## src/rtl/activation_pipe.sv

```systemverilog
// activation_pipe: two-stage valid/ready activation (pass/relu/leaky/clip) with a saturating zero-output counter
module activation_pipe #(
    parameter int WIDTH      = 16,
    parameter int LANES      = 4,
    parameter int LEAK_SHIFT = 3,
    parameter int CNT_WIDTH  = 16
) (
    input  logic                   clk,
    input  logic                   rst_n,
    input  logic                   in_valid,
    output logic                   in_ready,
    input  logic [LANES*WIDTH-1:0] in_data,
    input  logic [1:0]             in_mode,
    input  logic [WIDTH-1:0]       clip_val,
    output logic                   out_valid,
    input  logic                   out_ready,
    output logic [LANES*WIDTH-1:0] out_data,
    output logic [CNT_WIDTH-1:0]   zero_count,
    input  logic                   stats_clear
);
    localparam int ZW = $clog2(LANES + 1);
    logic                    s1_valid, s2_valid, s1_adv, s2_adv;
    logic [LANES*WIDTH-1:0]  s1_data, act_data;
    logic [1:0]              s1_mode;
    logic signed [WIDTH-1:0] s1_clip, clip_c, x, lk, y;
    logic [ZW-1:0]           act_zeros, s2_zeros;
    logic [CNT_WIDTH:0]      cnt_sum;
    assign s2_adv    = ~s2_valid | out_ready;
    assign s1_adv    = ~s1_valid | s2_adv;
    assign in_ready  = s1_adv;
    assign out_valid = s2_valid;
    always_ff @(posedge clk or negedge rst_n) begin
        if (!rst_n) begin
            s1_valid <= 1'b0;
            s1_data  <= '0;
            s1_mode  <= '0;
            s1_clip  <= '0;
        end else if (s1_adv) begin
            s1_valid <= in_valid;
            if (in_valid) begin
                s1_data <= in_data;
                s1_mode <= in_mode;
                s1_clip <= clip_val;
            end
        end
    end
    // Leaky shift is computed on its own so it stays arithmetic regardless of the mux around it
    always_comb begin
        act_data  = '0;
        act_zeros = '0;
        x         = '0;
        lk        = '0;
        y         = '0;
        clip_c    = s1_clip[WIDTH-1] ? '0 : s1_clip;
        for (int i = 0; i < LANES; i++) begin
            x  = s1_data[i*WIDTH +: WIDTH];
            lk = x >>> LEAK_SHIFT;
            y  = s1_mode == 2'b00 ? x :
                 !x[WIDTH-1]      ? ((s1_mode == 2'b11 && x > clip_c) ? clip_c : x) :
                 s1_mode == 2'b10 ? lk : '0;
            act_data[i*WIDTH +: WIDTH] = y;
            act_zeros = act_zeros + ZW'(y == '0);
        end
    end
    always_ff @(posedge clk or negedge rst_n) begin
        if (!rst_n) begin
            s2_valid <= 1'b0;
            out_data <= '0;
            s2_zeros <= '0;
        end else if (s2_adv) begin
            s2_valid <= s1_valid;
            if (s1_valid) begin
                out_data <= act_data;
                s2_zeros <= act_zeros;
            end
        end
    end
    assign cnt_sum = {1'b0, zero_count} + {{(CNT_WIDTH + 1 - ZW){1'b0}}, s2_zeros};
    always_ff @(posedge clk or negedge rst_n) begin
        if (!rst_n)
            zero_count <= '0;
        else if (stats_clear)
            zero_count <= '0;
        else if (s2_valid && out_ready)
            zero_count <= cnt_sum[CNT_WIDTH] ? '1 : cnt_sum[CNT_WIDTH-1:0];
    end
endmodule

```

## config.mk

```make
export PLATFORM = sky130hd
export DESIGN_NAME = activation_pipe
export DESIGN_NICKNAME = d
export VERILOG_FILES = /design/src/rtl/activation_pipe.sv
export SDC_FILE = /design/constraint.sdc
export NUM_CORES = 1
export LEC_CHECK = 0
export BUFFER_PORTS_ARGS = -buffer_cell sky130_fd_sc_hd__buf_4
export CORE_AREA = 2 2 202 204
export DETAILED_ROUTE_END_ITERATION = 16
export DIE_AREA = 0 0 204 206
export PLACE_DENSITY = 0.47
export SYNTH_ARGS = -nofsm -noshare
export SYNTH_HDL_FRONTEND = slang
export SYNTH_SLANG_ARGS = --single-unit
```

## constraint.sdc

```tcl
create_clock -name clk -period 12.75 [get_ports clk]
set_input_delay 2.55 -clock clk [delete_from_list [all_inputs] [get_ports clk]]
set_output_delay 2.55 -clock clk [all_outputs]
set_load 0.01 [all_outputs]
```

==> flow_summary.json <==
{
  "tightestPinTransition_ps": 1350,
  "p_int_w": 0.00127,
  "ios": 169,
  "cts-htree-levels": 4,
  "relSlewSlack": 0.101,
  "vias": 8325,
  "crit_arrival_ps": 3090,
  "critPathTopFamily": "buffers and inverters",
  "drc": 0,
  "synth-edff-count": 0,
  "finalWirelength_um": 34700,
  "die_x_um": 204,
  "hold_viol_final": 0,
  "p_per_area_nw_per_um2": 163,
  "rsz0062_at_grt": "no",
  "gp_congestion": 0.873,
  "ys_warn_count": 0,
  "drive_gt1_frac": 0.307,
  "status": "complete, no violations",
  "p_seq_frac": 0.370,
  "drt-initial-drc-count": 616,
  "firstDrtPassIters": 5,
  "clock.fmax_mhz": 177,
  "p_leak_nw": 5.29,
  "initial_core_util": 0.245,
  "clockPowerShare": 0.291,
  "syn_to_final_growth_pct": 24.5,
  "antenna_found_initial": 0,
  "dieArea_um2": 42000,
  "swShare": 0.364,
  "ctsResizeCount": 0,
  "finalSetupViolations": 0,
  "num-nets-final": 1265,
  "track_usage": 0.167,
  "grt_pass1_wl_um": 52500,
  "crit_type": "primary input to primary output",
  "timing.final.crit_period_ps": 5640,
  "synth.avg_cell_area_um2": 10.1,
  "syn_inst": 969,
  "row_count": 74,
  "root_buffer": "clkbuf_16",
  "synth.most_common_cell": "dfrtp_1",
  "slew_viol_final": 0,
  "fin_util": 0.305,
  "dp_hpwl_um": 26600,
  "synth.area.top_cells": "dfrtp_1, mux2_2, ha_1, o21ai_0, nand2_1",
  "synth_ff_type": "dfrtp_1",
  "crit_buf_inv": 2,
  "vdd_drop_max_v": 0.0000828,
  "grt_pass1_vias": 8338,
  "startpoint_type": "primary input",
  "viasPerCell": 5.03,
  "ys_seq_area_frac": 0.425,
  "cts_buffers": 17,
  "crit_path_cell_trace": "buf_4 > nand3b_1 > buf_4",
  "post_cts_buffers": 0,
  "finClkSkew_ps": 16.5,
  "fp.coreArea_um2": 40200,
  "synthArstFlopShare": 1.00,
  "synth_area_um2": 9830,
  "worstPathMaxFanout": 4,
  "synth_seq_cells": 167,
  "grt_max_degree": 92,
  "fillerInstances": 4263,
  "io_buffer_count": 168,
  "wl_per_cell_um": 21.0,
  "clock_latency_ps": 450,
  "max_stage_delay_ps": 230,
  "netlist_top_cells_count": "dfrtp_1, mux2_2, nand2_1",
  "tritoncts": "yes",
  "n_antenna_cell": 0,
  "power_frac_comb": 0.339,
  "hold_ws_ps": 483,
  "synthDistinctLibCells": 76,
  "fin_crit_sh": 0.442,
  "worstPathRequired_ps": 10200,
  "hold_class": "flip-flop to flip-flop",
  "syn_nets": 1123,
  "crit_slowest_cell": "nand3b_1",
  "cts_hold_buf": 0,
  "endpoint_kind": "primary output",
  "clk_pin_slew_ps": 60,
  "final.setup.tns_ps": 0,
  "ant_nets": 0,
  "dieHeight_um": 206,
  "p_sw_w": 0.000728,
  "synthDominantCellAreaShare": 0.425,
  "cts.sinks": 167,
  "synth_area_leader_cell": "dfrtp_1",
  "cts_buffer_depth": 2,
  "maxCapViolCount": 0,
  "overflow": 0,
  "crit_path_frequent_cell": "buf_4"
}
[area by class of cell]
type	count	area (µm²)	share of cell area
Clock buffer	18	439	0.0359
Clock inverter	14	209	0.0171
Inverter	29	109	0.00890
Multi-Input combinational cell	718	5300	0.433
Sequential cell	167	4180	0.342
Tap cell	532	666	0.0544
Timing Repair Buffer	178	1340	0.110
[cells by family (layout without fill, tap and decap cells)]
kind of cell               after synthesis  count (layout)  share of synthesized area
and+or+nand+nor                        255             255                      0.136
AOI/OAI and AO/OA                      295             295                      0.199
buffers and inverters                   84             239                     0.0377
xor gates and xnor gates                 1               1                   0.000891
adders and majority gates               67              67                     0.0868
muxes                                  100             100                      0.114
DFF                                    167             167                      0.425
[cell usage in the layout, fill, tap and decap left out, types with 6 or more instances in the layout]
cell type  Yosys  final
a211oi_1       8      8
a21o_1         8      8
a21oi_1       63     63
a222oi_1      11     11
a22oi_1       11     11
a311oi_1       8      8
a31oi_1       24     24
and2_1         9      9
and3_1         8      8
buf_4          1    177
clkbuf_16      0     17
dfrtp_1      167    167
ha_1          65     65
inv_1         28     28
inv_6          0      6
mux2_2        98     98
nand2_1       95     93
nand2b_1       7      7
nand3_1        7      7
nand4_1       23     23
nor2_1        38     37
nor2b_1       27     27
nor4_1         6      6
o211ai_1       8      8
o21ai_0       90     90
o221ai_1       8      8
o22ai_1       12     12
o31ai_1        7      7
[worst min-delay path: stages, from the launching register on]
cell and delay (ps):
dfrtp_1 340, nand2_1 50, o31ai_1 50
[worst paths after layout]
check	from	endpoint	slack [ps]	depth (start not counted)
worst min-delay path	out_data[63]$_DFFE_PN0P_	out_data[63]$_DFFE_PN0P_	480	2
max in group asynchronous	rst_n	s1_data[15]$_DFFE_PN0P_	9520	2
worst max-delay path	out_ready	in_ready	7110	3
worst max register to register	s1_clip[15]$_DFFE_PN0P_	s2_zeros[1]$_DFFE_PN0P_	7330	16
min in group asynchronous	rst_n	s1_data[24]$_DFFE_PN0P_	2010	1
worst min register to register	out_data[63]$_DFFE_PN0P_	out_data[63]$_DFFE_PN0P_	480	2
[power groups by stage]
stage	Clock, W	Sequential (W)	Combinational [W]
final	0.000581	0.000740	0.000677
after global routing	0.000622	0.000753	0.000750
after CTS	0.000598	0.000740	0.000683
after detailed placement	0	0.000751	0.000682
after global placement	0	0.000748	0.000673
after floorplan	0	0.000733	0.000385
[flip-flops by register name, indices dropped and copies added, names as in the netlist]
register / count
out_data: 64
out_valid: 1
s1_clip: 16
s1_data: 64
s1_mode: 2
s1_valid: 1
s2_zeros: 3
zero_count: 16
[metal layers]
| metal | routed length [µm] | vias up | GRT usage |
|---|---|---|---|
| li1 | - | 3926 | - |
| met1 | 16300 | 4111 | 0.229 |
| met2 | 16200 | 252 | 0.269 |
| met3 | 1660 | 36 | 0.0279 |
| met4 | 639 | 0 | 0.0531 |
| met5 | 0 | - | 0 |
[per-stage QoR]
stage                     setup WS [ps]  cell area, µm²  power, W  std cells
after floorplan                    7440            9830   0.00112        969
after global placement             7120           11600   0.00142       1624
after detailed placement           7110           11600   0.00143       1624
after CTS                          7110           12200   0.00202       1656
after global routing               7000           12200   0.00213       1656
final                              7110           12200   0.00200       1656
Power figures use the tool's default switching activity.
